File: src/rtl/mem_arb_pkg.sv
// Shared constants and types for the two-port memory arbiter.
package mem_arb_pkg;

    localparam int AW_DEF = 16;
    localparam int DW_DEF = 16;

    typedef logic port_id_t;

    typedef enum logic [1:0] {
        IDLE  = 2'd0,
        LAST0 = 2'd1,
        LAST1 = 2'd2
    } arb_state_t;

endpackage

File: src/rtl/mem_arbiter_if.sv
// Requester, response and memory-side signals of the arbiter; slave = arbiter view.
interface mem_arbiter_if import mem_arb_pkg::*; #(
    parameter int AW = AW_DEF,
    parameter int DW = DW_DEF
) ();

    logic          req0,   req1;
    logic          we0,    we1;
    logic [AW-1:0] addr0,  addr1;
    logic [DW-1:0] wdata0, wdata1;
    logic          gnt0,   gnt1;
    logic          rvalid0, rvalid1;
    logic [DW-1:0] rdata0, rdata1;

    logic [AW-1:0] mem_addr;
    logic [DW-1:0] mem_wdata;
    logic          mem_we;
    logic [DW-1:0] mem_rdata;

    arb_state_t    arb_state;

    modport slave (
        input  req0, we0, addr0, wdata0,
        input  req1, we1, addr1, wdata1,
        input  mem_rdata,
        output gnt0, rvalid0, rdata0,
        output gnt1, rvalid1, rdata1,
        output mem_addr, mem_wdata, mem_we,
        output arb_state
    );

    modport master (
        output req0, we0, addr0, wdata0,
        output req1, we1, addr1, wdata1,
        output mem_rdata,
        input  gnt0, rvalid0, rdata0,
        input  gnt1, rvalid1, rdata1,
        input  mem_addr, mem_wdata, mem_we,
        input  arb_state
    );

endinterface

File: src/rtl/mem_arb_pick.sv
// Two-way winner select: a lone requester always wins, a tie goes to prio.
module mem_arb_pick
    import mem_arb_pkg::*;
(
    input  logic [1:0] req,
    input  port_id_t   prio,
    output logic [1:0] gnt
);

    always_comb begin
        gnt = 2'b00;
        if (req[0] && (!req[1] || prio == 1'b0)) begin
            gnt = 2'b01;
        end else if (req[1]) begin
            gnt = 2'b10;
        end
    end

endmodule

File: src/rtl/mem_arbiter.sv
// Two-port arbiter onto a single-port synchronous-read memory.
// MEM_ARBITER_FIXED_PRIO_EN: port 0 always wins ties; otherwise round-robin.
module mem_arbiter
    import mem_arb_pkg::*;
#(
    parameter int AW = AW_DEF,
    parameter int DW = DW_DEF
) (
    input logic          clk,
    input logic          rst_n,
    mem_arbiter_if.slave bus
);

    arb_state_t    state;
    logic [1:0]    req_v;
    logic [1:0]    gnt_raw;
    logic [1:0]    gnt;
    logic          accept;
    port_id_t      win_id;
    logic          win_we;
    logic [AW-1:0] win_addr;
    logic [DW-1:0] win_wdata;
    port_id_t      tie_pref;

    logic [AW-1:0] mem_addr_q;
    logic [DW-1:0] mem_wdata_q;
    logic          mem_we_q;

    // Read-return pipeline: stage 1 lines up with the address at the memory,
    // stage 2 with the memory's registered read data.
    logic          s1_v, s2_v;
    port_id_t      s1_id, s2_id;

`ifdef MEM_ARBITER_FIXED_PRIO_EN
    assign tie_pref = 1'b0;
`else
    port_id_t last_win;

    // Last winner survives idle cycles so fairness spans gaps in traffic.
    always_ff @(posedge clk) begin
        if (!rst_n) begin
            last_win <= 1'b1;
        end else if (accept) begin
            last_win <= win_id;
        end
    end

    assign tie_pref = ~last_win;
`endif

    assign req_v = {bus.req1, bus.req0};

    mem_arb_pick u_pick (
        .req  (req_v),
        .prio (tie_pref),
        .gnt  (gnt_raw)
    );

    assign gnt       = rst_n ? gnt_raw : 2'b00;
    assign accept    = |gnt;
    assign win_id    = gnt[1];
    assign win_we    = win_id ? bus.we1    : bus.we0;
    assign win_addr  = win_id ? bus.addr1  : bus.addr0;
    assign win_wdata = win_id ? bus.wdata1 : bus.wdata0;

    always_ff @(posedge clk) begin
        if (!rst_n) begin
            state       <= IDLE;
            mem_addr_q  <= '0;
            mem_wdata_q <= '0;
            mem_we_q    <= 1'b0;
            s1_v        <= 1'b0;
            s1_id       <= 1'b0;
            s2_v        <= 1'b0;
            s2_id       <= 1'b0;
        end else begin
            s2_v     <= s1_v;
            s2_id    <= s1_id;
            s1_v     <= accept & ~win_we;
            s1_id    <= win_id;
            mem_we_q <= accept & win_we;
            if (accept) begin
                mem_addr_q  <= win_addr;
                mem_wdata_q <= win_wdata;
                state       <= win_id ? LAST1 : LAST0;
            end else begin
                state <= IDLE;
            end
        end
    end

    assign bus.gnt0      = gnt[0];
    assign bus.gnt1      = gnt[1];
    assign bus.rvalid0   = s2_v & (s2_id == 1'b0);
    assign bus.rvalid1   = s2_v & (s2_id == 1'b1);
    assign bus.rdata0    = bus.mem_rdata;
    assign bus.rdata1    = bus.mem_rdata;
    assign bus.mem_addr  = mem_addr_q;
    assign bus.mem_wdata = mem_wdata_q;
    assign bus.mem_we    = mem_we_q;
    assign bus.arb_state = state;

endmodule

File: src/flat_wrapper.sv
// flat-port wrapper written by rule: the top's interface ports become plain ports
module mem_arbiter_flat import mem_arb_pkg::*;
#(
    parameter int AW = AW_DEF,
    parameter int DW = DW_DEF
)
  (clk, rst_n, bus_req0, bus_we0, bus_addr0, bus_wdata0, bus_req1, bus_we1, bus_addr1, bus_wdata1, bus_mem_rdata, bus_gnt0, bus_rvalid0, bus_rdata0, bus_gnt1, bus_rvalid1, bus_rdata1, bus_mem_addr, bus_mem_wdata, bus_mem_we, bus_arb_state);
  mem_arbiter_if #(.AW(AW), .DW(DW)) bus_i ();
  input logic clk;
  input logic rst_n;
  input wire logic [$bits(bus_i.req0)-1:0] bus_req0;
  input wire logic [$bits(bus_i.we0)-1:0] bus_we0;
  input wire logic [$bits(bus_i.addr0)-1:0] bus_addr0;
  input wire logic [$bits(bus_i.wdata0)-1:0] bus_wdata0;
  input wire logic [$bits(bus_i.req1)-1:0] bus_req1;
  input wire logic [$bits(bus_i.we1)-1:0] bus_we1;
  input wire logic [$bits(bus_i.addr1)-1:0] bus_addr1;
  input wire logic [$bits(bus_i.wdata1)-1:0] bus_wdata1;
  input wire logic [$bits(bus_i.mem_rdata)-1:0] bus_mem_rdata;
  output wire logic [$bits(bus_i.gnt0)-1:0] bus_gnt0;
  output wire logic [$bits(bus_i.rvalid0)-1:0] bus_rvalid0;
  output wire logic [$bits(bus_i.rdata0)-1:0] bus_rdata0;
  output wire logic [$bits(bus_i.gnt1)-1:0] bus_gnt1;
  output wire logic [$bits(bus_i.rvalid1)-1:0] bus_rvalid1;
  output wire logic [$bits(bus_i.rdata1)-1:0] bus_rdata1;
  output wire logic [$bits(bus_i.mem_addr)-1:0] bus_mem_addr;
  output wire logic [$bits(bus_i.mem_wdata)-1:0] bus_mem_wdata;
  output wire logic [$bits(bus_i.mem_we)-1:0] bus_mem_we;
  output wire logic [$bits(bus_i.arb_state)-1:0] bus_arb_state;
  assign bus_i.req0 = bus_req0;
  assign bus_i.we0 = bus_we0;
  assign bus_i.addr0 = bus_addr0;
  assign bus_i.wdata0 = bus_wdata0;
  assign bus_i.req1 = bus_req1;
  assign bus_i.we1 = bus_we1;
  assign bus_i.addr1 = bus_addr1;
  assign bus_i.wdata1 = bus_wdata1;
  assign bus_i.mem_rdata = bus_mem_rdata;
  assign bus_gnt0 = bus_i.gnt0;
  assign bus_rvalid0 = bus_i.rvalid0;
  assign bus_rdata0 = bus_i.rdata0;
  assign bus_gnt1 = bus_i.gnt1;
  assign bus_rvalid1 = bus_i.rvalid1;
  assign bus_rdata1 = bus_i.rdata1;
  assign bus_mem_addr = bus_i.mem_addr;
  assign bus_mem_wdata = bus_i.mem_wdata;
  assign bus_mem_we = bus_i.mem_we;
  assign bus_arb_state = bus_i.arb_state;
  mem_arbiter #(.AW(AW), .DW(DW)) u_core (.clk(clk), .rst_n(rst_n), .bus(bus_i));
endmodule
File: config.mk
export PLATFORM = sky130hd
export DESIGN_NAME = mem_arbiter_flat
export DESIGN_NICKNAME = d
export VERILOG_FILES = /design/src/rtl/mem_arb_pkg.sv /design/src/rtl/mem_arbiter_if.sv /design/src/rtl/mem_arb_pick.sv /design/src/rtl/mem_arbiter.sv /design/src/flat_wrapper.sv
export SDC_FILE = /design/constraint.sdc
export NUM_CORES = 1
export LEC_CHECK = 0
export ABC_AREA = 1
export CELL_PAD_IN_SITES_DETAIL_PLACEMENT = 1
export CELL_PAD_IN_SITES_GLOBAL_PLACEMENT = 1
export CORE_MARGIN = 3
export CORE_UTILIZATION = 23
export CTS_BUF_LIST = sky130_fd_sc_hd__clkbuf_16
export DETAILED_ROUTE_END_ITERATION = 8
export PLACE_DENSITY_LB_ADDON = 0.05
export SYNTH_ARGS = -nofsm -noshare
export SYNTH_HDL_FRONTEND = slang
export SYNTH_SLANG_ARGS = --single-unit
export TNS_END_PERCENT = 30
File: constraint.sdc
create_clock -name clk -period 1.3 [get_ports clk]
set_input_delay 0.13 -clock clk [delete_from_list [all_inputs] [get_ports clk]]
set_output_delay 0.13 -clock clk [all_outputs]
set_load 0.005 [all_outputs]
==> impl_metrics.toml <==
[logic_synthesis]
synth_area_leaders = "dfxtp_1 35%, nand2_1 20%, buf_4 11%"
synth_top_cell_area_share = 0.3480
netlist_area_um2 = 2301
avgSynthCellArea_um2 = 6.518
ys_seq_area_frac = 0.3480
synthCells = 353
ys_seq_elements = 40
synthDistinctLibCells = 18
yosysTopAreaCell = "dfxtp_1"
ys.warnings.count = 0
mappedNetlistNets = 439

[die]
die-area_um2 = 11240
die_width_um = 106.0
core_um2 = 9459
ios = 157
die_h_um = 106.0
rows = 35
start_util = 0.2433

[grt]
grt_pass1_wl_um = 12090
grt_max_degree = 36
grt_pass1_vias = 2333
grtUsageTotal = 0.1357
antenna_found_initial = 2
grt.overflow.total = 0

[drt]
vias = 2328
first_pass_iters = 4
vias_per_cell = 4.180
drc = 0
drt-total-wl_um = 7653
ant_nets = 0
wl_per_cell_um = 13.74
detail_route.iter0.violations = 54

[setup_path]
cp_slowest_cell = "clkdlybuf4s50_1"
r2r_setup_slack_ns = 0.10
critPathMaxStageDelay_ns = 0.52
worstPathArrival_ns = 1.13
path_cells = "clkdlybuf4s50_1"
cp_max_fo = 2
criticalPathCategory = "flop to primary output"
worstPathRequired_ns = 1.17
path_buf_inv = 1
critPathLaunchType = "flop"
crit_family = "buffers and inverters"
cp-end-kind = "primary output"

[finish]
layout.nets = 512
fin_area_um2 = 3475
area_delta_synth_final_pct = 51.01
drive_gt1_frac = 0.09836
fillers = 1205
final_cell_mix = "122 x nand2_1, 85 x clkdlybuf4s50_1, 38 x nor2_1, 38 x nand3_1, 37 x dfxtp_1"
layout_commonest_cell = "nand2_1"
final_cells = 557
finish.utilization = 0.3673

[place]
port_buffers = 108
gp_congestion = 0.7120
dp_cells = 546
placed_cell_area_um2 = 3213
post-dp-hpwl_um = 5392

[job]
drv_cap = 0

[timing]
fin_crit_ns = 1.259
finalHoldViolations = 0
skew_ns = 0.003417
slew_headroom = 0.6832
rsz0062_at_grt = "true"
finalCritPeriodShare = 0.9687
drv_slew = 0
setup_viol = 0
fmax_mhz = 794.1
worst_pin_slew_ns = 0.4747

[clock_network]
cts_tree = "done"
ctsHoldBuffers = 0
cts-root-buf = "clkbuf_16"
cts_buffer_depth = 2
clk_latency_ns = 0.29
clk_pin_slew_worst_paths_ns = 0.06
h-tree-depth = 2
clkSinkCount = 40
cts_buffers = 5

[power_and_ir_drop]
irDropWorstVdd_v = 0.0004535
powerDensity_nw_per_um2 = 1063
leakagePower_nw = 1.878

[status]
status = "finished, final reports clean"

[worst_hold_path]
hp-class = "input pin to primary output"
## where the power goes
| group | switching [W] | internal, W | total [W] |
|---|---|---|---|
| Combinational | 0.000395 | 0.000491 | 0.000886 |
| Sequential | 0.0000490 | 0.00134 | 0.00139 |
| Clock | 0.000518 | 0.000902 | 0.00142 |
| Total | 0.000963 | 0.00273 | 0.00369 |
## final cells by class
class                      count  area [um2]  area share
multi-input combinational    227       979.7      0.2820
inverter                      32       127.6     0.03673
antenna                        1       2.502   0.0007202
clock buffer                   5       125.1     0.03601
tap                          129       161.4     0.04645
sequential                    40       804.5      0.2315
clock inverter                 3       42.54     0.01224
timing repair buffer         120        1231      0.3543
## sequential cells by signal (all words and copies together) (netlist names)
register	count
u_core.s1_v	1
u_core.bus.mem_addr	16
u_core.bus.mem_wdata	16
u_core.last_win	1
u_core.bus.arb_state	2
u_core.s2_id	1
u_core.s1_id	1
u_core.s2_v	1
u_core.bus.mem_we	1
## path summary, 6_finish.rpt
| kind | to | from | depth (start not counted) |
|---|---|---|---|
| hold / removal | bus_rdata0[1] | bus_mem_rdata[1] | 0 |
| setup reg to reg | u_core.bus.mem_wdata[12]$_SDFFE_PN0P_ | u_core.last_win$_SDFFE_PN1P_ | 8 |
| hold reg to reg | u_core.s2_id$_SDFF_PN0_ | u_core.s1_id$_SDFF_PN0_ | 2 |
| setup / recovery | bus_mem_wdata[9] | u_core.bus.mem_wdata[9]$_SDFFE_PN0P_ | 1 |
## cell usage after synthesis (all sizes together)
| library cell | instances |
|---|---|
| a21oi | 1 |
| buf | 49 |
| clkbuf | 5 |
| dfxtp | 40 |
| inv | 32 |
| nand2 | 133 |
| nand3 | 39 |
| nand4 | 13 |
| nor2 | 40 |
| o211ai | 1 |
## repair_timing
action,4_1_cts,5_1_grt
pin swaps,2,0
resized for setup,14,27
setup buffers,2,0
endpoints found under the setup margin,37,48
## per-layer routing
layer | track usage | wire (um)
met1 | 0.1670 | 3390
met2 | 0.2250 | 3605
met4 | 0.03238 | 71
met3 | 0.05039 | 579
met5 | 0 | 7
## cells by family (layout without fill, tap and decap cells)
family,after synthesis,after routing,synth area share
AO/OA/AOI/OAI,2,2,0.007071
buffers and inverters,86,160,0.2295
flip-flops,40,40,0.3480
other,0,1,0
AND/OR/NAND/NOR,225,225,0.4154
## per-stage QoR
step	total power, W	setup slack (ns)	hold WS [ns]	setup TNS (ns)
floorplan	0.001876	0.1687	0.2591	0
global placement	0.002303	-0.3595	0.2601	-11.61
detailed placement	0.002314	-0.3641	0.2601	-12.18
CTS	0.003767	0.009230	0.2601	0
global route	0.003922	-0.01038	0.2600	-0.02081
finish	0.003692	0.04068	0.2600	0
Note: power is estimated with default switching activity, not from simulation.
